--- config.mk ---
export PLATFORM = sky130hd
export DESIGN_NAME = spi_word_initiator
export DESIGN_NICKNAME = d
export VERILOG_FILES = /design/src/rtl/spi_word_initiator_pkg.sv /design/src/rtl/spi_sck_divider.sv /design/src/rtl/spi_word_initiator.sv
export SDC_FILE = /design/constraint.sdc
export NUM_CORES = 1
export LEC_CHECK = 0
export BUFFER_PORTS_ARGS = -buffer_cell sky130_fd_sc_hd__buf_2
export CAP_MARGIN = 20
export CORE_AREA = 10 10 233 146
export DETAILED_ROUTE_END_ITERATION = 8
export DIE_AREA = 0 0 243 156
export PLACE_DENSITY = 0.47
export RECOVER_POWER = 50
export SLEW_MARGIN = 20
export SYNTH_ARGS = -nofsm -noshare
export SYNTH_HDL_FRONTEND = slang
export SYNTH_HIERARCHICAL = 1
export SYNTH_SLANG_ARGS = --single-unit
--- constraint.sdc ---
create_clock -name CLK -period 17.8 [get_ports CLK]
set_input_delay 5.34 -clock CLK [delete_from_list [all_inputs] [get_ports CLK]]
set_output_delay 5.34 -clock CLK [all_outputs]
set_load 0.05 [all_outputs]
--- src/rtl/spi_word_initiator_pkg.sv ---
// Shared definitions for the SPI word initiator: FSM states, the default word
// width and the counter sizing helper.
package spi_word_initiator_pkg;

  localparam int SPI_WORD_BITS = 64;

  typedef enum logic [2:0] {
    ST_IDLE,
    ST_SETUP,
    ST_SHIFT,
    ST_HOLD,
    ST_GAP
  } state_t;

  // Wide enough for the largest phase length, with one spare bit so no counter can wrap.
  function automatic int count_width(input int a, input int b, input int c, input int d);
    int m;
    m = a;
    if (b > m) m = b;
    if (c > m) m = c;
    if (d > m) m = d;
    return $clog2(m) + 1;
  endfunction

endpackage

--- src/rtl/spi_sck_divider.sv ---
// SCK generator: while run is high, SCK spends CLK_DIV cycles low then CLK_DIV
// cycles high; rise/fall strobe on the cycle whose closing edge moves SCK.
module spi_sck_divider #(
  parameter int CLK_DIV = 4,
  parameter int CNT_W   = 3
) (
  input  logic CLK,
  input  logic reset,
  input  logic run,
  output logic sck,
  output logic sck_rise,
  output logic sck_fall
);

  logic [CNT_W-1:0] half_cnt;
  logic             phase_end;

  assign phase_end = run && (half_cnt == CNT_W'(CLK_DIV - 1));
  assign sck_rise  = phase_end && !sck;
  assign sck_fall  = phase_end && sck;

  always_ff @(posedge CLK or posedge reset) begin
    if (reset) begin
      half_cnt <= '0;
      sck      <= 1'b0;
    end else if (!run) begin
      half_cnt <= '0;
      sck      <= 1'b0;
    end else if (phase_end) begin
      half_cnt <= '0;
      sck      <= ~sck;
    end else begin
      half_cnt <= half_cnt + CNT_W'(1);
    end
  end

endmodule

--- src/rtl/spi_word_initiator.sv ---
// Host-side SPI mode-0 initiator: frames one word per handshake under CS,
// sending byte 0 first with each byte MSB first, and captures the CIPO reply.
module spi_word_initiator
  import spi_word_initiator_pkg::*;
#(
  parameter int WORD_BITS = SPI_WORD_BITS,
  parameter int CLK_DIV   = 4,
  parameter int CS_SETUP  = 2,
  parameter int CS_HOLD   = 2,
  parameter int CS_GAP    = 4
) (
  input  logic                 CLK,
  input  logic                 reset,
  input  logic [WORD_BITS-1:0] tx_data,
  input  logic                 tx_valid,
  output logic                 tx_ready,
  input  logic                 halt,
  output logic [WORD_BITS-1:0] rx_data,
  output logic                 rx_valid,
  output logic                 busy,
  output logic                 SCK,
  output logic                 CS,
  output logic                 COPI,
  input  logic                 CIPO
);

  localparam int CNT_W  = count_width(CLK_DIV, CS_SETUP, CS_HOLD, CS_GAP);
  localparam int BIT_W  = $clog2(WORD_BITS) + 1;
  localparam int NBYTES = WORD_BITS / 8;

  state_t               state, state_next;
  logic [CNT_W-1:0]     cnt;
  logic [BIT_W-1:0]     bit_cnt;
  logic [WORD_BITS-1:0] tx_shift, rx_shift, tx_swapped, rx_swapped;
  logic                 sck_level, sck_rise, sck_fall, div_run;
  logic                 accept, abort, last_bit, hold_done;

  assign accept    = (state == ST_IDLE) && tx_valid && tx_ready;
  assign abort     = halt && (state inside {ST_SETUP, ST_SHIFT, ST_HOLD});
  assign last_bit  = (bit_cnt == BIT_W'(WORD_BITS - 1));
  assign hold_done = (cnt == CNT_W'(CS_HOLD - 1));
  assign div_run   = (state == ST_SHIFT) && !halt;
  assign busy      = (state != ST_IDLE);
  assign SCK       = sck_level && !abort;

  spi_sck_divider #(
    .CLK_DIV(CLK_DIV),
    .CNT_W  (CNT_W)
  ) u_sck_divider (
    .CLK     (CLK),
    .reset   (reset),
    .run     (div_run),
    .sck     (sck_level),
    .sck_rise(sck_rise),
    .sck_fall(sck_fall)
  );

  // Byte reversal turns "byte 0 first, MSB first" into a plain MSB-first shift.
  always_comb begin
    tx_swapped = '0;
    rx_swapped = '0;
    for (int b = 0; b < NBYTES; b++) begin
      tx_swapped[8*b +: 8] = tx_data[WORD_BITS-8-8*b +: 8];
      rx_swapped[8*b +: 8] = rx_shift[WORD_BITS-8-8*b +: 8];
    end
  end

  always_ff @(posedge CLK or posedge reset) begin
    if (reset) state <= ST_IDLE;
    else       state <= state_next;
  end

  always_comb begin
    state_next = state;
    case (state)
      ST_IDLE:  if (accept) state_next = ST_SETUP;
      ST_SETUP: if (abort) state_next = ST_GAP;
                else if (cnt == CNT_W'(CS_SETUP - 1)) state_next = ST_SHIFT;
      ST_SHIFT: if (abort) state_next = ST_GAP;
                else if (sck_fall && last_bit) state_next = ST_HOLD;
      ST_HOLD:  if (abort || hold_done) state_next = ST_GAP;
      ST_GAP:   if (cnt == CNT_W'(CS_GAP - 1)) state_next = ST_IDLE;
      default:  state_next = ST_IDLE;
    endcase
  end

  // Phase counter restarts on every state change and rests in IDLE/SHIFT.
  always_ff @(posedge CLK or posedge reset) begin
    if (reset) begin
      cnt <= '0;
    end else if (state_next != state) begin
      cnt <= '0;
    end else if (state inside {ST_SETUP, ST_HOLD, ST_GAP}) begin
      cnt <= cnt + CNT_W'(1);
    end else begin
      cnt <= '0;
    end
  end

  always_ff @(posedge CLK or posedge reset) begin
    if (reset) begin
      CS       <= 1'b1;
      COPI     <= 1'b0;
      tx_ready <= 1'b0;
      rx_valid <= 1'b0;
      rx_data  <= '0;
      tx_shift <= '0;
      rx_shift <= '0;
      bit_cnt  <= '0;
    end else begin
      rx_valid <= 1'b0;
      tx_ready <= (state_next == ST_IDLE);
      if (accept) begin
        tx_shift <= tx_swapped;
        COPI     <= tx_swapped[WORD_BITS-1];
        CS       <= 1'b0;
        bit_cnt  <= '0;
        rx_shift <= '0;
      end else if (abort) begin
        CS   <= 1'b1;
        COPI <= 1'b0;
      end else begin
        if (sck_rise) rx_shift <= {rx_shift[WORD_BITS-2:0], CIPO};
        if (sck_fall) begin
          bit_cnt <= bit_cnt + BIT_W'(1);
          // The last falling edge leaves COPI on the final bit.
          if (!last_bit) begin
            tx_shift <= tx_shift << 1;
            COPI     <= tx_shift[WORD_BITS-2];
          end
        end
        if (state == ST_HOLD && hold_done) begin
          CS       <= 1'b1;
          rx_data  <= rx_swapped;
          rx_valid <= 1'b1;
        end
      end
    end
  end

endmodule
Yosys cells after proc, flatten, opt, wreduce, memory -nomap -nowiden. Cells that the tools add are included.

Mux-type cells: 34. Reductions and logical operators: 28. $add $sub $neg: 3. Bitwise operators: 3. Eq/ne operators: 13.

Operators with widths (count): 2-to-1 mux 63 bit (4); 2-to-1 mux 64 bit (3); 2-to-1 mux 3 bit (11); 2-to-1 mux 7 bit (3); case mux 3 bit (5 select lines) (1); nonzero test 3 bit (5); == test 3 x 2 -> 1 bit (second input constant) (4); 2-to-1 mux 1 bit (12); logical AND 1 bit (10); adder 7 x 1 -> 7 bit (second input constant) (1); == test 7 x 6 -> 1 bit (second input constant) (1); adder 3 x 1 -> 3 bit (second input constant) (2); == test 3 x 1 -> 1 bit (second input constant) (2); zero test 3 bit (2); != test 2 bit (second input constant) (3); AND reduction 2 bit (3); AND reduction 3 bit (2); nonzero test 2 bit (2); == test 3 bit (second input constant) (1); zero test 1 bit (3); != test 3 bit (1); != test 3 bit (second input constant) (1); NOT 1 bit (3); logical OR 1 bit (1).

Word-level logic and storage cells: 93. Register bits after elaboration: 212. Output and inout bits: 70. Input bits: 69.

Depth between registers and ports, before layout. Gate-level depths: netlist (run 1).

Depth in word-level cells: 10. Mapped depth: 8. Mapped depth without buffers: 7.

Hierarchy. Netlist (run 1), hierarchy kept.

Modules (own cells, without submodules): spi_word_initiator (instances 1, sequential area each 5206.2 um^2, area an instance 8906.0 um^2, cells each 705); spi_sck_divider (instances 1, sequential area each 100.1 um^2, area an instance 182.7 um^2, cells each 16).

Worst setup path after synthesis (run 1). No wires, ideal clock.

Path type: input port to output port. Start: input halt. End: output SCK. Stages: 3. Arrival time: 6260 ps. Setup slack: 6200 ps. Path buffers: 0. Data required time: 12460 ps. Cells stage by stage: nand2b_1 > nor2_1 > nor2b_1.

Word-level cells in the longest chain between the ends: 3.

RTL lines: start, declared (RTL line spi_word_initiator.sv:17) `input logic halt,`; logical AND 1 bit (RTL line spi_word_initiator.sv:39) `assign abort = halt && (state inside {ST_SETUP, ST_SHIFT, ST_HOLD});`; zero test 1 bit (RTL line spi_word_initiator.sv:44) `assign SCK = sck_level && !abort;`; logical AND 1 bit (RTL line spi_word_initiator.sv:44); end, declared (RTL line spi_word_initiator.sv:21) `output logic SCK,`.

No other way between the ends.

Worst setup path after layout (run 1). Ends and elaborated chain as after synthesis.

==> run_results.csv, run 1 <==
group,metric,value,unit
setup_path,worstPathArrival,6.51,ns
logic_synthesis,synth_nets,795,
finish,seq_area,5310,sq um
clock_network,cts-root-buf,"clkbuf_16",
route,ant_nets,0,
timing,setup_viol,0,
logic_synthesis,netlist_area,9090,sq um
setup_path,crit_family,"simple AND/OR/NAND/NOR gates",
clock_network,cts_resized,0,
route,vias_per_cell,4.46,
place,place_congestion,0.729,
clock_network,clock_sinks,212,
logic_synthesis,yosys-top-cells-area,"dfrtp_1 (58%), mux2_2 (21%), nand2_1 (5.6%)",
logic_synthesis,synth_top_area_share,58.1,%
timing,clock.fmax,0.0844,GHz
finish,area_growth,19.0,%
pwr,peakVddDrop,0.0659,mV
logic_synthesis,yosysWarningCount,6,
clock_network,htree_levels,1,
place,dp_hpwl,13200,um
floorplanning,core-area,29700,sq um
floorplanning,start_util,30.6,%
global_route,grt_pass1_wl,33900,um
timing,rsz0062_at_grt,"false",
logic_synthesis,netlist_instances,721,
setup_path,cpPeakStageDelay,0.30,ns
finish,utilization,36.5,%
job,maxCapViolations,4,
global_route,grt_start_max_net_pins,142,
setup_path,crit_slowest_cell,"nor2_1",
run_status,status,"finished, violations left",
run_status,failed_checks,"capacitance limit, slew limit",
clock_network,post_cts_buffers,0,
setup_path,endpoint_kind,"output pin",
route,finalWirelength,20800,um
finish,final_cell_mix,"dfrtp_1 (211), mux2_2 (169), nand2_1 (135), buf_2 (108), a21oi_1 (68)",
global_route,track_usage,10.9,%
route,drt-wirelength-per-cell,16.3,um
finish,nets,923,
logic_synthesis,yosysTopAreaCell,"dfrtp_1",
floorplanning,die_y,156,um
route,drc,0,
setup_path,criticalPathCategory,"input port to output pin",
timing,worstMarginPinSlew,5.30,ns
pwr,leakagePower,5.06,nW
logic_synthesis,syn_area_per_cell,12.6,sq um
logic_synthesis,ys_seq_area_share,58.4,%
clock_network,clk_latency,0.52,ns
global_route,grt_pass1_vias,6034,
timing,finalHoldViolCount,0,
place,port_buffers,138,
timing,fin_ws,5.95,ns
place,place_ws,6.11,ns
floorplanning,die_x,243,um
finish,layout-drive-gt1-share,38.2,%
hold_path,hp-class,"flop to flop",
route,first_iter_violations,442,
floorplanning,die_area,37900,sq um
pwr,p_total,0.00144,W
finish,final_common_cell,"dfrtp_1",
route,via_count,5690,
timing,fin_skew,0.0104,ns
timing,final-max-slew-violation-count,275,
finish,multi_input_area,3480,sq um
logic_synthesis,yosys.cell_types.count,41,
logic_synthesis,ys_ff_latch,212,
setup_path,crit_chain,"clkbuf_1 -> nand2b_1 -> nor2_1 -> nor2b_1 -> buf_2",
setup_path,critPathMaxFanout,7,
clock_network,numCtsBuffers,23,
clock_network,cts_hold_buf,0,
clock_network,clkTransAtPathRegs,0.06,ns
pwr,power.density,133,nW/um^2
global_route,antenna_found_initial,5,
clock_network,clockBufferDepth,3,
floorplanning,row_count,49,
finish,fill_cells,3004,
clock_network,cts_tree,"yes",
setup_path,critPathBufInv,2,
setup_path,start_kind,"input port",
route,dr.pass1.iters,5,
timing,tns,0,ns
timing,slew_headroom,-253,%
timing,post-route-period-util,66.6,%
timing,min_period,11.85,ns
global_route,grt_overflow_total,0,
floorplanning,ioPinCount,139,
setup_path,required,12.46,ns
## Yosys cell counts
cell	count
dfrtp_1	211
mux2_2	169
nand2_1	135
a21oi_1	68
mux2_1	19
nor2_1	16
buf_6	12
buf_2	11
clkbuf_1	9
buf_4	6
inv_1	6
ha_1	5
o21ai_0	5
xor2_1	5
nor2b_1	4
buf_1	3
nand3_1	3
nor3_1	3
a211o_1	2
mux2i_1	2
nand2b_1	2
nand3b_1	2
nor3b_1	2
nor4b_1	2
o31ai_1	2
or3_1	2
a21boi_0	1
a311o_1	1
and3_2	1
and3b_1	1
buf_8	1
dfstp_2	1
nor2_8	1
nor2b_4	1
o211ai_1	1
o21ai_1	1
o21ai_2	1
o22ai_1	1
o22ai_4	1
or2_2	1
or4_1	1
## metal layers
metal | track usage (%) | vias up | wire [um]
li1 | - | 2747 | -
met1 | 15.1 | 2799 | 10400
met4 | 2.90 | 4 | 403
met2 | 15.9 | 110 | 8740
met5 | 0 | - | 27
met3 | 3.66 | 30 | 1270
## layout make-up
cell class | instances | area share, %
Clock buffer | 31 | 6.06
Clock inverter | 10 | 1.25
Timing Repair Buffer | 145 | 6.45
Antenna cell | 4 | 0.0925
Multi-Input combinational cell | 461 | 32.2
Sequential cell | 212 | 49.1
Tap cell | 408 | 4.72
Inverter | 6 | 0.220
## sequential cells by signal (all words and copies together) (netlist names)
| name | flops |
|---|---|
| tx_ready | 1 |
| rx_valid | 1 |
| bit_cnt | 7 |
| rx_shift | 64 |
| tx_shift | 63 |
| cnt | 3 |
| u_sck_divider/half_cnt | 3 |
| CS | 1 |
| state | 3 |
| u_sck_divider/sck | 1 |
| COPI | 1 |
| rx_data | 64 |
## per-stage QoR
stage          std cells  instance area, sq um  hold slack (ns)
2_1_floorplan        721                  9090            0.416
3_3_place_gp        1231                 10100            0.444
3_5_place_dp        1231                 10100            0.439
4_1_cts             1272                 10900            0.456
5_1_grt             1273                 10800            0.464
6_report            1277                 10800            0.447
## report_power, final
| group | leakage, nW | internal [W] | switching (W) |
|---|---|---|---|
| combinational | 1.81 | 0.000179 | 0.000168 |
| sequential | 2.86 | 0.000559 | 0.0000396 |
| clock | 0.390 | 0.000302 | 0.000196 |
## path summary, 6_finish.rpt
path	endpoint	startpoint	cells after the start	slack, ns
min in group asynchronous	u_sck_divider/half_cnt[2]	reset	2	4.71
min reg2reg	u_sck_divider/half_cnt[0]	u_sck_divider/half_cnt[0]	1	0.45
min	u_sck_divider/half_cnt[0]	u_sck_divider/half_cnt[0]	1	0.45
max	SCK	halt	5	5.95
max reg2reg	tx_shift[33]	state[1]	5	11.63
max in group asynchronous	rx_shift[54]	reset	3	6.71
## cells by family (layout without fill, tap and decap cells)
family / after synthesis / in the layout / synth area share, %
AOI/OAI and AO/OA: 84 / 84 / 5.09
xor gates and xnor gates: 5 / 5 / 0.482
adders and majority gates: 5 / 5 / 0.688
buffers and inverters: 48 / 192 / 3.50
DFF: 212 / 212 / 58.4
muxes: 190 / 190 / 23.5
other: 0 / 4 / 0
and+or+nand+nor: 177 / 177 / 8.34
No activity file was read; power rests on OpenSTA's default activity.
==> inputs of run 2 (changes only) <==
==> constraint.sdc (replaced) <==
create_clock -name CLK -period 12 [get_ports CLK]
set_input_delay 3.6 -clock CLK [delete_from_list [all_inputs] [get_ports CLK]]
set_output_delay 3.6 -clock CLK [all_outputs]
set_load 0.05 [all_outputs]
==> run 2 against run 1 <==
The run still ends with capacitance limit, slew limit left; first-iteration DRC count is 15% lower; via count is 0.39% higher; register-to-register slack worse by 4.2 ns; global-route usage is 0.083 points lower; clock skew is 0.0051 ns higher; largest power group unchanged; worst setup slack worse by 2.3 ns; flip-flop and latch count stayed put; cell count hardly changed; sequential share of layout area is 0.12 points lower.
==> run_results.csv, run 2 (synthesis results as in run 1) <==
group,metric,value,unit
hold_path,hp-class,"flop to flop",
place,place_congestion,0.741,
finish,multi_input_area,3490,sq um
route,vias_per_cell,4.48,
finish,layout-drive-gt1-share,38.0,%
floorplanning,die_area,37900,sq um
setup_path,critPathBufInv,2,
global_route,grt_pass1_vias,5960,
clock_network,htree_levels,1,
timing,fin_skew,0.0155,ns
finish,utilization,36.5,%
finish,fin_area,10800,sq um
setup_path,criticalPathCategory,"input port to output pin",
clock_network,clock_sinks,212,
finish,final_cell_mix,"dfrtp_1 (211), mux2_2 (169), nand2_1 (135), buf_2 (104), a21oi_1 (68)",
place,dp_hpwl,13300,um
timing,post-route-period-util,69.5,%
floorplanning,ioPinCount,139,
floorplanning,row_count,49,
setup_path,endpoint_kind,"output pin",
finish,nets,922,
setup_path,start_kind,"input port",
run_status,failed_checks,"capacitance limit, slew limit",
timing,worstMarginPinSlew,6.19,ns
route,drt-wirelength-per-cell,16.2,um
clock_network,cts-root-buf,"clkbuf_16",
route,first_iter_violations,377,
finish,largestRegisters,"rx_data: 64 flops, rx_shift: 64 flops, tx_shift: 63 flops",
clock_network,cts_tree,"yes",
pwr,leakagePower,5.06,nW
clock_network,clockBufferDepth,3,
clock_network,clkTransAtPathRegs,0.06,ns
route,ant_nets,0,
clock_network,clk_latency,0.51,ns
place,port_buffers,138,
floorplanning,core-area,29700,sq um
clock_network,numCtsBuffers,22,
setup_path,crit_slowest_cell,"clkbuf_1",
job,maxCapViolations,2,
route,drc,0,
timing,setup_viol,0,
route,via_count,5712,
finish,fill_cells,3044,
timing,rsz0062_at_grt,"false",
pwr,peakVddDrop,0.100,mV
finish,area_growth,19.3,%
pwr,power.density,199,nW/um^2
timing,hold_slack,0.452,ns
setup_path,required,8.40,ns
setup_path,worstPathArrival,4.74,ns
route,finalWirelength,20600,um
global_route,grt_overflow_total,0,
clock_network,post_cts_buffers,0,
run_status,status,"finished, violations left",
global_route,antenna_found_initial,7,
global_route,track_usage,10.8,%
finish,final_common_cell,"dfrtp_1",
timing,min_period,8.34,ns
clock_network,cts_hold_buf,0,
floorplanning,start_util,30.6,%
global_route,grt_start_max_net_pins,139,
setup_path,critPathMaxFanout,7,
global_route,grt_pass1_wl,33700,um
floorplanning,die_x,243,um
timing,final-max-slew-violation-count,205,
setup_path,crit_chain,"clkbuf_1 -> nand2b_1 -> nor2_1 -> nor2b_1 -> buf_2",
setup_path,cpPeakStageDelay,0.30,ns
timing,finalHoldViolCount,0,
pwr,p_total,0.00216,W
setup_path,crit_family,"simple AND/OR/NAND/NOR gates",
clock_network,cts_resized,0,
route,dr.pass1.iters,5,
floorplanning,die_y,156,um
timing,clock.fmax,0.120,GHz
timing,slew_headroom,-315,%
finish,seq_area,5310,sq um
place,place_area,10100,sq um
timing,tns,0,ns
## run 2: changes by cell type in the layout (fill, tap and decap cells not counted), sizes merged
cell,before,now
buf,113,110
bufinv,3,4
clkbuf,63,64
clkinvlp,2,3
inv,6,5
## run 2: through the flow
stage,instances,setup slack (ns)
after floorplan,721,2.72
after global placement,1232,3.81
after detailed placement,1232,3.80
after CTS,1272,3.80
after global routing,1272,3.03
final,1276,3.66
## run 2: report_power, final
part / internal, W / switching, W / leakage (nW)
Sequential: 0.000830 / 0.0000577 / 2.86
Clock: 0.000461 / 0.000287 / 0.391
Combinational: 0.000268 / 0.000254 / 1.81
Total: 0.00156 / 0.000599 / 5.06
## run 2: final cells by class
class / instances / area share, %
flip-flops and latches: 212 / 48.9
inverters: 6 / 0.219
clock buffers: 29 / 5.88
well taps: 408 / 4.71
clock inverters: 11 / 1.51
repair buffers: 145 / 6.43
multi-input cells: 461 / 32.2
diodes: 4 / 0.0923
## run 2: path summary, 6_finish.rpt
kind                                                start  slack, ns                   endpoint  depth (start not counted)
min in group asynchronous                           reset       2.98  u_sck_divider/half_cnt[1]                          2
worst min register to register  u_sck_divider/half_cnt[0]       0.45  u_sck_divider/half_cnt[0]                          1
worst min-delay path            u_sck_divider/half_cnt[0]       0.45  u_sck_divider/half_cnt[0]                          1
worst max register to register                     cnt[1]       7.45                 rx_data[2]                          7
worst max-delay path                                 halt       3.66                        SCK                          5
max in group asynchronous                           reset       4.12               tx_shift[34]                          3
## run 2: per-layer routing
metal	up-vias	global-route usage, %	wire length, um
li1	2752	-	-
met1	2817	14.6	9960
met2	107	16.1	8880
met3	30	4.07	1390
met4	6	2.55	368
met5	-	0	28
==> inputs of run 3 (changes only) <==
--- a/config.mk
+++ b/config.mk
@@ -5,11 +5,12 @@
 export SDC_FILE = /design/constraint.sdc
 export NUM_CORES = 1
 export LEC_CHECK = 0
+export ABC_AREA = 1
 export BUFFER_PORTS_ARGS = -buffer_cell sky130_fd_sc_hd__buf_2
 export CAP_MARGIN = 20
-export CORE_AREA = 10 10 233 146
+export CORE_AREA = 10 10 228 144
 export DETAILED_ROUTE_END_ITERATION = 8
-export DIE_AREA = 0 0 243 156
+export DIE_AREA = 0 0 238 154
 export PLACE_DENSITY = 0.47
 export RECOVER_POWER = 50
 export SLEW_MARGIN = 20
==> constraint.sdc (replaced) <==
create_clock -name CLK -period 8.6 [get_ports CLK]
set_input_delay 2.58 -clock CLK [delete_from_list [all_inputs] [get_ports CLK]]
set_output_delay 2.58 -clock CLK [all_outputs]
set_load 0.05 [all_outputs]
==> run 3 against run 2 <==
Final area is 4.2% lower; worst hold slack worse by 0.017 ns; via count rose by 15%; combinational power up 140%; largest power group unchanged; utilization about the same; worst setup slack got worse by 1.2 ns; clock power rose by 33%; non-clock buffer count increased by 2; flip-flop and latch count is the same; the flow still finishes with violations (capacitance limit, slew limit); critical path depth is 2 lower; first-iteration DRC count increased by 20%.
==> run_results.csv, run 3 <==
group,metric,value,unit
setup_path,critPathBufInv,3,
job,maxCapViolations,3,
setup_path,crit_slowest_cell,"clkinvlp_2",
setup_path,required,8.90,ns
place,place_area,9680,sq um
run_status,status,"finished, violations left",
logic_synthesis,synth_edf_count,0,
logic_synthesis,netlist_area,8750,sq um
place,dp_cells,1426,
clock_network,numCtsBuffers,23,
finish,fin_area,10400,sq um
clock_network,cts_resized,0,
pwr,leakagePower,4.88,nW
setup_path,start_kind,"input port",
clock_network,clockBufferDepth,3,
place,place_ws,2.67,ns
hold_path,hp-class,"flop to flop",
global_route,antenna_found_initial,0,
run_status,failed_checks,"capacitance limit, slew limit",
logic_synthesis,ys_seq_area_share,60.6,%
finish,layout-drive-gt1-share,15.8,%
setup_path,timing.rr.start,"state[2]",
setup_path,worstRegToRegCells,10,
logic_synthesis,syn_area_per_cell,9.07,sq um
logic_synthesis,yosys-top-cells-area,"dfrtp_1 (60%), nand2_1 (9.1%), o21ai_0 (7.1%)",
route,via_count,6573,
clock_network,post_cts_buffers,0,
setup_path,criticalPathCategory,"input port to asynchronous set/reset pin",
logic_synthesis,yosys.cell_types.count,25,
global_route,busiest_layer,"met2",
pwr,peakVddDrop,0.220,mV
clock_network,cts_hold_buf,0,
global_route,grt_pass1_vias,6639,
floorplanning,die_area,36700,sq um
floorplanning,die_x,238,um
logic_synthesis,ys.flop_type,"dfrtp_1",
logic_synthesis,yosysTopAreaCell,"dfrtp_1",
hold_path,hold_start,"u_sck_divider/half_cnt[0]",
global_route,grt_start_max_net_pins,118,
logic_synthesis,ys_async_sr_fraction,100,%
global_route,track_usage,11.8,%
finish,final_common_cell,"nand2_1",
finish,area_growth,18.6,%
clock_network,htree_levels,1,
route,drc,0,
hold_path,hold_depth,1,
route,vias_per_cell,4.48,
place,place_congestion,0.713,
clock_network,clk_latency,0.51,ns
setup_path,crit_chain,"clkbuf_1 -> clkinvlp_2 -> clkbuf_2",
logic_synthesis,yosysMostFrequentCell,"nand2_1",
pwr,power.density,352,nW/um^2
global_route,grtUsageMet3,2.71,%
logic_synthesis,netlist_instances,965,
global_route,grt_pass1_wl,36200,um
setup_path,cpPeakStageDelay,2.12,ns
timing,finalHoldViolCount,0,
timing,clock.fmax,0.164,GHz
place,port_buffers,138,
finish,final_cell_count_no_fill,1466,
finish,largestRegisters,"rx_data: 64 flops, rx_shift: 64 flops, tx_shift: 63 flops",
logic_synthesis,yosys-top-cells-count,"nand2_1 (213), dfrtp_1 (211), o21ai_0 (125)",
setup_path,r2r-end,"rx_shift[34]",
timing,hold_slack,0.435,ns
timing,slew_headroom,-154,%
timing,final-max-slew-violation-count,204,
clock_network,cts-root-buf,"clkbuf_16",
route,dr.pass1.iters,4,
clock_network,clkTransAtPathRegs,0.06,ns
finish,final_cell_mix,"nand2_1 (214), dfrtp_1 (211), o21ai_0 (125), buf_2 (115), inv_1 (89)",
logic_synthesis,synth_nets,1039,
clock_network,cts_tree,"yes",
finish,nets,1150,
route,ant_nets,0,
place,dp_hpwl,13700,um
clock_network,clock_sinks,212,
floorplanning,core-area,28400,sq um
finish,seq_area,5310,sq um
finish,diodes,0,
route,first_iter_violations,454,
global_route,grt_overflow_total,0,
timing,fin_ws,2.49,ns
setup_path,critPathMaxFanout,84,
setup_path,worstPathArrival,6.41,ns
global_route,use_met1,17.1,%
floorplanning,start_util,30.8,%
logic_synthesis,yosysWarningCount,6,
timing,post-route-period-util,71.0,%
timing,rsz0062_at_grt,"false",
finish,fill_cells,2985,
logic_synthesis,synth_top_area_share,60.3,%
hold_path,hold_path_end,"u_sck_divider/half_cnt[0]",
route,drt-wirelength-per-cell,14.8,um
logic_synthesis,ys_ff_latch,212,
finish,multi_input_area,2780,sq um
setup_path,crit_family,"buffers and inverters",
floorplanning,die_y,154,um
timing,worstMarginPinSlew,3.79,ns
setup_path,rrSetupSlack,5.20,ns
timing,tns,0,ns
setup_path,endpoint_kind,"asynchronous set/reset pin",
timing,fin_skew,0.00888,ns
route,finalWirelength,21800,um
global_route,use_met2,17.5,%
timing,setup_viol,0,
floorplanning,ioPinCount,139,
floorplanning,row_count,48,
timing,min_period,6.11,ns
run 3: cell count changes in the layout (fill, tap and decap cells not counted), moves of 9 or more:
cell,previous run,this run
inv_1,5,89
nor2_1,15,86
buf_2,104,115
clkbuf_1,37,28
mux2_2,169,0
nand2_1,135,214
mux2_1,19,0
nand3_1,3,16
o21ai_0,5,125
a31oi_1,0,63
run 3: cells by family after synthesis:
family,Yosys count,share of synthesized area (%)
flops,212,60.6
fa+ha+maj,5,0.715
compound gates,265,16.3
simple gates,328,14.7
xor+xnor,1,0.100
buf+inv,154,7.63
run 3: final cells by class:
type / instances / share of cell area, %
Clock buffer: 33 / 6.39
Clock inverter: 7 / 0.819
Inverter: 93 / 3.39
Multi-Input combinational cell: 599 / 26.8
Sequential cell: 212 / 51.1
Tap cell: 375 / 4.52
Timing Repair Buffer: 147 / 7.01
run 3: how the worst max path moves through the flow:
stage / slack (ns) / cells after the start / startpoint / end
global placement: 2.68 / 7 / halt / SCK
finish: 2.49 / 3 / reset / rx_data[28]
CTS: 2.66 / 7 / halt / SCK
global route: 1.55 / 3 / reset / rx_data[19]
detailed placement: 2.67 / 7 / halt / SCK
floorplan: 0.34 / 1 / reset / COPI
run 3: routing by layer:
layer	vias up	part of all wire, %	wire length (um)
met1	3101	53	11400
met3	26	3.8	824
li1	3372	-	-
met4	0	2.0	426
met2	74	42	9070
met5	-	0	0
run 3: report_power, final:
group / switching (W) / internal (W) / total (W) / leakage [nW]
clock network: 0.000404 / 0.000593 / 0.000997 / 0.373
registers: 0.000147 / 0.00127 / 0.00142 / 2.45
logic: 0.000921 / 0.000318 / 0.00124 / 2.06
run 3: stage by stage:
step,power (W),util [%]
floorplan,0.00239,-
global placement,0.00270,34.1
detailed placement,0.00271,34.1
CTS,0.00373,36.7
global route,0.00391,36.6
finish,0.00365,36.6
